$ cat src/rtl/axil_reg_bridge.sv
// rtl/axil_reg_bridge.sv - AXI4-Lite slave to one-cycle wen/ren register strobe bridge
module axil_reg_bridge #(
    parameter int TIMEOUT = 255
) (
    input  logic        i_clk,
    input  logic        i_reset,
    input  logic [31:0] s_awaddr,
    input  logic        s_awvalid,
    output logic        s_awready,
    input  logic [31:0] s_wdata,
    input  logic [3:0]  s_wstrb,
    input  logic        s_wvalid,
    output logic        s_wready,
    output logic [1:0]  s_bresp,
    output logic        s_bvalid,
    input  logic        s_bready,
    input  logic [31:0] s_araddr,
    input  logic        s_arvalid,
    output logic        s_arready,
    output logic [31:0] s_rdata,
    output logic [1:0]  s_rresp,
    output logic        s_rvalid,
    input  logic        s_rready,
    output logic        wen,
    output logic [31:0] waddr,
    output logic [31:0] wdata,
    output logic [7:0]  wstrb,
    input  logic        wrdy,
    output logic        ren,
    output logic [31:0] raddr,
    input  logic [31:0] rdata,
    input  logic        rrdy
);

    localparam int CW = $clog2(TIMEOUT + 1);
    localparam logic [CW-1:0] TO_LIMIT = CW'(TIMEOUT);
    localparam logic [1:0] RESP_OKAY   = 2'b00;
    localparam logic [1:0] RESP_SLVERR = 2'b10;

    typedef enum logic [2:0] {
        IDLE,
        WR_ISSUE,
        WR_WAIT,
        WR_RESP,
        RD_ISSUE,
        RD_WAIT,
        RD_RESP
    } state_t;

    state_t        state;
    logic          aw_held;
    logic          w_held;
    logic          last_wr;
    logic [CW-1:0] cnt;
    logic [CW-1:0] cnt_next;
    logic          in_idle;
    logic          nothing_held;
    logic          tie;
    logic          aw_hs;
    logic          w_hs;
    logic          ar_hs;

    // Channel readies: captures only in IDLE; on a read/write tie last_wr picks the winner
    always_comb begin
        in_idle      = (state == IDLE) && !i_reset;
        nothing_held = !aw_held && !w_held;
        tie          = nothing_held && s_arvalid && (s_awvalid || s_wvalid);
        s_awready    = in_idle && !aw_held && !(tie && last_wr);
        s_wready     = in_idle && !w_held && !(tie && last_wr);
        s_arready    = in_idle && nothing_held && !(tie && !last_wr);
        aw_hs        = s_awready && s_awvalid;
        w_hs         = s_wready && s_wvalid;
        ar_hs        = s_arready && s_arvalid;
        cnt_next     = (cnt == TO_LIMIT) ? cnt : cnt + 1'b1;
    end

    // Transaction FSM: capture, one-cycle strobe, bounded wait for completion, hold response
    always_ff @(posedge i_clk) begin
        if (i_reset) begin
            state    <= IDLE;
            aw_held  <= 1'b0;
            w_held   <= 1'b0;
            last_wr  <= 1'b0;
            cnt      <= '0;
            wen      <= 1'b0;
            ren      <= 1'b0;
            waddr    <= '0;
            wdata    <= '0;
            wstrb    <= '0;
            raddr    <= '0;
            s_bvalid <= 1'b0;
            s_bresp  <= '0;
            s_rvalid <= 1'b0;
            s_rresp  <= '0;
            s_rdata  <= '0;
        end else begin
            wen <= 1'b0;
            ren <= 1'b0;
            case (state)
                IDLE: begin
                    if (aw_hs) begin
                        aw_held <= 1'b1;
                        waddr   <= s_awaddr;
                    end
                    if (w_hs) begin
                        w_held <= 1'b1;
                        wdata  <= s_wdata;
                        wstrb  <= {4'b0000, s_wstrb};
                    end
                    if ((aw_held || aw_hs) && (w_held || w_hs)) begin
                        state   <= WR_ISSUE;
                        wen     <= 1'b1;
                        last_wr <= 1'b1;
                    end else if (ar_hs) begin
                        raddr   <= s_araddr;
                        state   <= RD_ISSUE;
                        ren     <= 1'b1;
                        last_wr <= 1'b0;
                    end
                end
                WR_ISSUE: begin
                    cnt   <= '0;
                    state <= WR_WAIT;
                end
                WR_WAIT: begin
                    if (wrdy) begin
                        s_bresp  <= RESP_OKAY;
                        s_bvalid <= 1'b1;
                        state    <= WR_RESP;
                    end else begin
                        cnt <= cnt_next;
                        if (cnt_next == TO_LIMIT) begin
                            s_bresp  <= RESP_SLVERR;
                            s_bvalid <= 1'b1;
                            state    <= WR_RESP;
                        end
                    end
                end
                WR_RESP: begin
                    if (s_bready) begin
                        s_bvalid <= 1'b0;
                        aw_held  <= 1'b0;
                        w_held   <= 1'b0;
                        state    <= IDLE;
                    end
                end
                RD_ISSUE: begin
                    cnt   <= '0;
                    state <= RD_WAIT;
                end
                RD_WAIT: begin
                    if (rrdy) begin
                        s_rdata  <= rdata;
                        s_rresp  <= RESP_OKAY;
                        s_rvalid <= 1'b1;
                        state    <= RD_RESP;
                    end else begin
                        cnt <= cnt_next;
                        if (cnt_next == TO_LIMIT) begin
                            s_rdata  <= '0;
                            s_rresp  <= RESP_SLVERR;
                            s_rvalid <= 1'b1;
                            state    <= RD_RESP;
                        end
                    end
                end
                RD_RESP: begin
                    if (s_rready) begin
                        s_rvalid <= 1'b0;
                        state    <= IDLE;
                    end
                end
                default: state <= IDLE;
            endcase
        end
    end

endmodule

$ cat config.mk
export PLATFORM = sky130hd
export DESIGN_NAME = axil_reg_bridge
export DESIGN_NICKNAME = d
export VERILOG_FILES = /design/src/rtl/axil_reg_bridge.sv
export SDC_FILE = /design/constraint.sdc
export NUM_CORES = 1
export LEC_CHECK = 0
export CAP_MARGIN = 20
export CORE_UTILIZATION = 41
export CTS_CLUSTER_DIAMETER = 30
export DETAILED_ROUTE_END_ITERATION = 8
export PLACE_DENSITY = 0.81
export SLEW_MARGIN = 25
export SYNTH_ARGS = -nofsm -noshare
export SYNTH_HDL_FRONTEND = slang
export SYNTH_SLANG_ARGS = --single-unit
$ cat constraint.sdc
create_clock -name i_clk -period 2.6 [get_ports i_clk]
set_input_delay 0.52 -clock i_clk [delete_from_list [all_inputs] [get_ports i_clk]]
set_output_delay 0.52 -clock i_clk [all_outputs]
set_load 0.03 [all_outputs]
==> results.yml <==
outcome:
  outcome: "complete, no violations"
clock_tree:
  cts_made_buffers: 17
  clock_sinks: 152
  ctsHoldBuffers: 0
  cts_buffer_depth: 2
  cts_tree: "done"
  path_clk_slew_ns: 0.06
  ctsResizeCount: 0
  htreeDepth: 4
  root_buffer: "clkbuf_16"
  clk-insertion-delay-late_ns: 0.42
  postCtsSetupRepairBufs: 0
floorplanning:
  die_w_um: 123
  start_util_pct: 42.4
  rows: 43
  die_y_um: 123
  dieArea_um2: 15000
  io_pins: 288
  core_area_um2: 14000
timing:
  period_minus_slack_ns: 2.42
  rsz0062_at_grt: "no"
  finalMaxSlewViolations: 0
  worst_slew_pin_slew_ns: 0.707
  setup_violations: 0
  period_share_pct: 93.2
  slew_headroom_pct: 52.9
  fin_setup_tns_ns: 0
  finalClockSkew_ns: 0.00687
  hold_viol_final: 0
  holdWs_ns: 0.450
  max_freq_mhz: 413
global_routing:
  grt_max_degree: 149
  gr-total-overflow: 0
  track_usage_pct: 23.7
  grt_pass1_vias: 5584
  grt_pass1_wl_mm: 27.8
  antenna_found_initial: 1
placement:
  place_hpwl_mm: 12.5
  gp_congestion: 0.774
  place_area_um2: 8970
  dp.cells: 1169
  io_buffers: 281
setup_path:
  critPathRequiredTime_ns: 2.08
  crit_start: "state[1]$_SDFFE_PP0P_"
  r2r_slack_ns: 0.28
  critPathCaptureType: "output port"
  crit_type: "flip-flop to output port"
  cp-start-kind: "flip-flop"
  worstPathMaxFanout: 9
  cp.arrival_ns: 1.90
  r2r_start: "cnt[0]$_SDFFE_PP0P_"
power:
  vdd_ir_drop_max_uv: 423
  leakage_uw: 0.00332
  power_uw: 7370
  powerDensity_nw_per_um2: 767
layout:
  final_common_cell: "clkdlybuf4s50_1"
  final_nets: 1150
  final_cell_area_um2: 9600
  final_cell_mix: "clkdlybuf4s50_1, nand2_1, dfxtp_1"
  num-fill-cells: 1126
  syn_to_final_growth_pct: 61.3
  drive_above_1_share_pct: 6.48
  fin_cells: 1200
route:
  antenna_left: 0
  wl_mm: 18.2
  drc_errors: 0
  wl_per_cell_um: 15.1
  first_pass_iters: 4
  viasPerCell: 5.09
  num_vias: 6110
  drt_iter0_drc: 442
synth:
  syn-cell-area_um2: 5950
  synth.top_cell.area_share_pct: 51.1
  ys_seq_area_share_pct: 51.1
  synthTopCellsByArea: "dfxtp_1, nand2_1, a21oi_1, a22oi_1, nand3_1"
  ys_types: 50
  synth_cells: 740
  synthArstFlopShare_pct: 0
  yosys_most_used_dff: "dfxtp_1"
  synth_area_leader_cell: "dfxtp_1"
  syn_avg_cell_area_um2: 8.05
  synth_edf_count: 0
  ys_seq_elements: 152
  ys_warn_count: 0
flow_run:
  cap_viol_max_count: 0
min_path:
  worst_hold_startpoint: "wdata[28]$_SDFFE_PP0P_"
  holdCritPathClass: "flip-flop to flip-flop"
-- synth_stat cells, drive strengths merged, types with 3 or more instances --
cell type / count
nor3: 5
nand2: 214
nor3b: 3
nand3: 38
a22oi: 32
and3: 4
o21a: 3
dfxtp: 152
o22ai: 3
o21ai: 7
a21boi: 3
nand2b: 4
a21oi: 150
a211oi: 5
clkbuf: 35
inv: 7
and2: 4
buf: 26
nor2: 12
-- power breakdown --
group          switching, uW  leakage [uW]  internal [uW]
logic                   1140       0.00178            899
clock network            926      0.000302           1740
registers                125       0.00123           2530
total                   2190       0.00332           5170
-- registers in the layout, summed over array words and instances (netlist names) --
register / cells
raddr: 32
wen: 1
w_held: 1
s_rdata: 32
s_bvalid: 1
wstrb: 4
wdata: 32
ren: 1
last_wr: 1
s_bresp: 1
s_rvalid: 1
state: 3
cnt: 8
waddr: 32
aw_held: 1
s_rresp: 1
-- metal layers --
layer | vias to the layer above | routed length [um] | global-route usage (%)
li1 | 3058 | - | -
met1 | 2819 | 7380 | 27.4
met2 | 208 | 8970 | 40.6
met3 | 25 | 1470 | 8.55
met4 | 0 | 338 | 7.70
met5 | - | 0 | 0
-- through the flow --
stage	utilization [%]	worst slack, ns
after detailed placement	63.9	0.209
after global placement	63.9	0.231
after CTS	68.4	0.148
final	68.4	0.176
after global routing	68.4	0.0912
after floorplan	-	0.145
-- cell families after synthesis --
family	count (synthesis)	synth area share [%]
xor gates and xnor gates	1	0.147
AOI/OAI and AO/OA	217	21.2
other	1	0.0630
muxes	1	0.168
buffers and inverters	69	5.74
adders and majority gates	1	0.210
and+or+nand+nor	298	21.4
DFF	152	51.1
-- final timing paths --
path | end | depth (start not counted)
worst min-delay path | wdata[28]$_SDFFE_PP0P_ | 2
worst min register to register | wdata[28]$_SDFFE_PP0P_ | 2
worst max-delay path | s_awready | 3
worst max register to register | s_rdata[1]$_SDFFE_PP0P_ | 7
-- cell type report --
cell class / count / area [um^2] / share of cell area [%]
diodes: 1 / 2.50 / 0.0261
repair buffers: 305 / 3070 / 32.0
clock inverters: 8 / 170 / 1.77
inverters: 8 / 30.0 / 0.313
well taps: 180 / 225 / 2.35
multi-input cells: 524 / 2600 / 27.0
flip-flops and latches: 152 / 3040 / 31.7
clock buffers: 22 / 464 / 4.83
-- worst max-delay path: stages (launching register included) --
cell and delay, ns:
dfxtp_1 0.39, or4_4 0.55, a211oi_2 0.32, buf_4 0.23
Power figures use the tool's default switching activity.
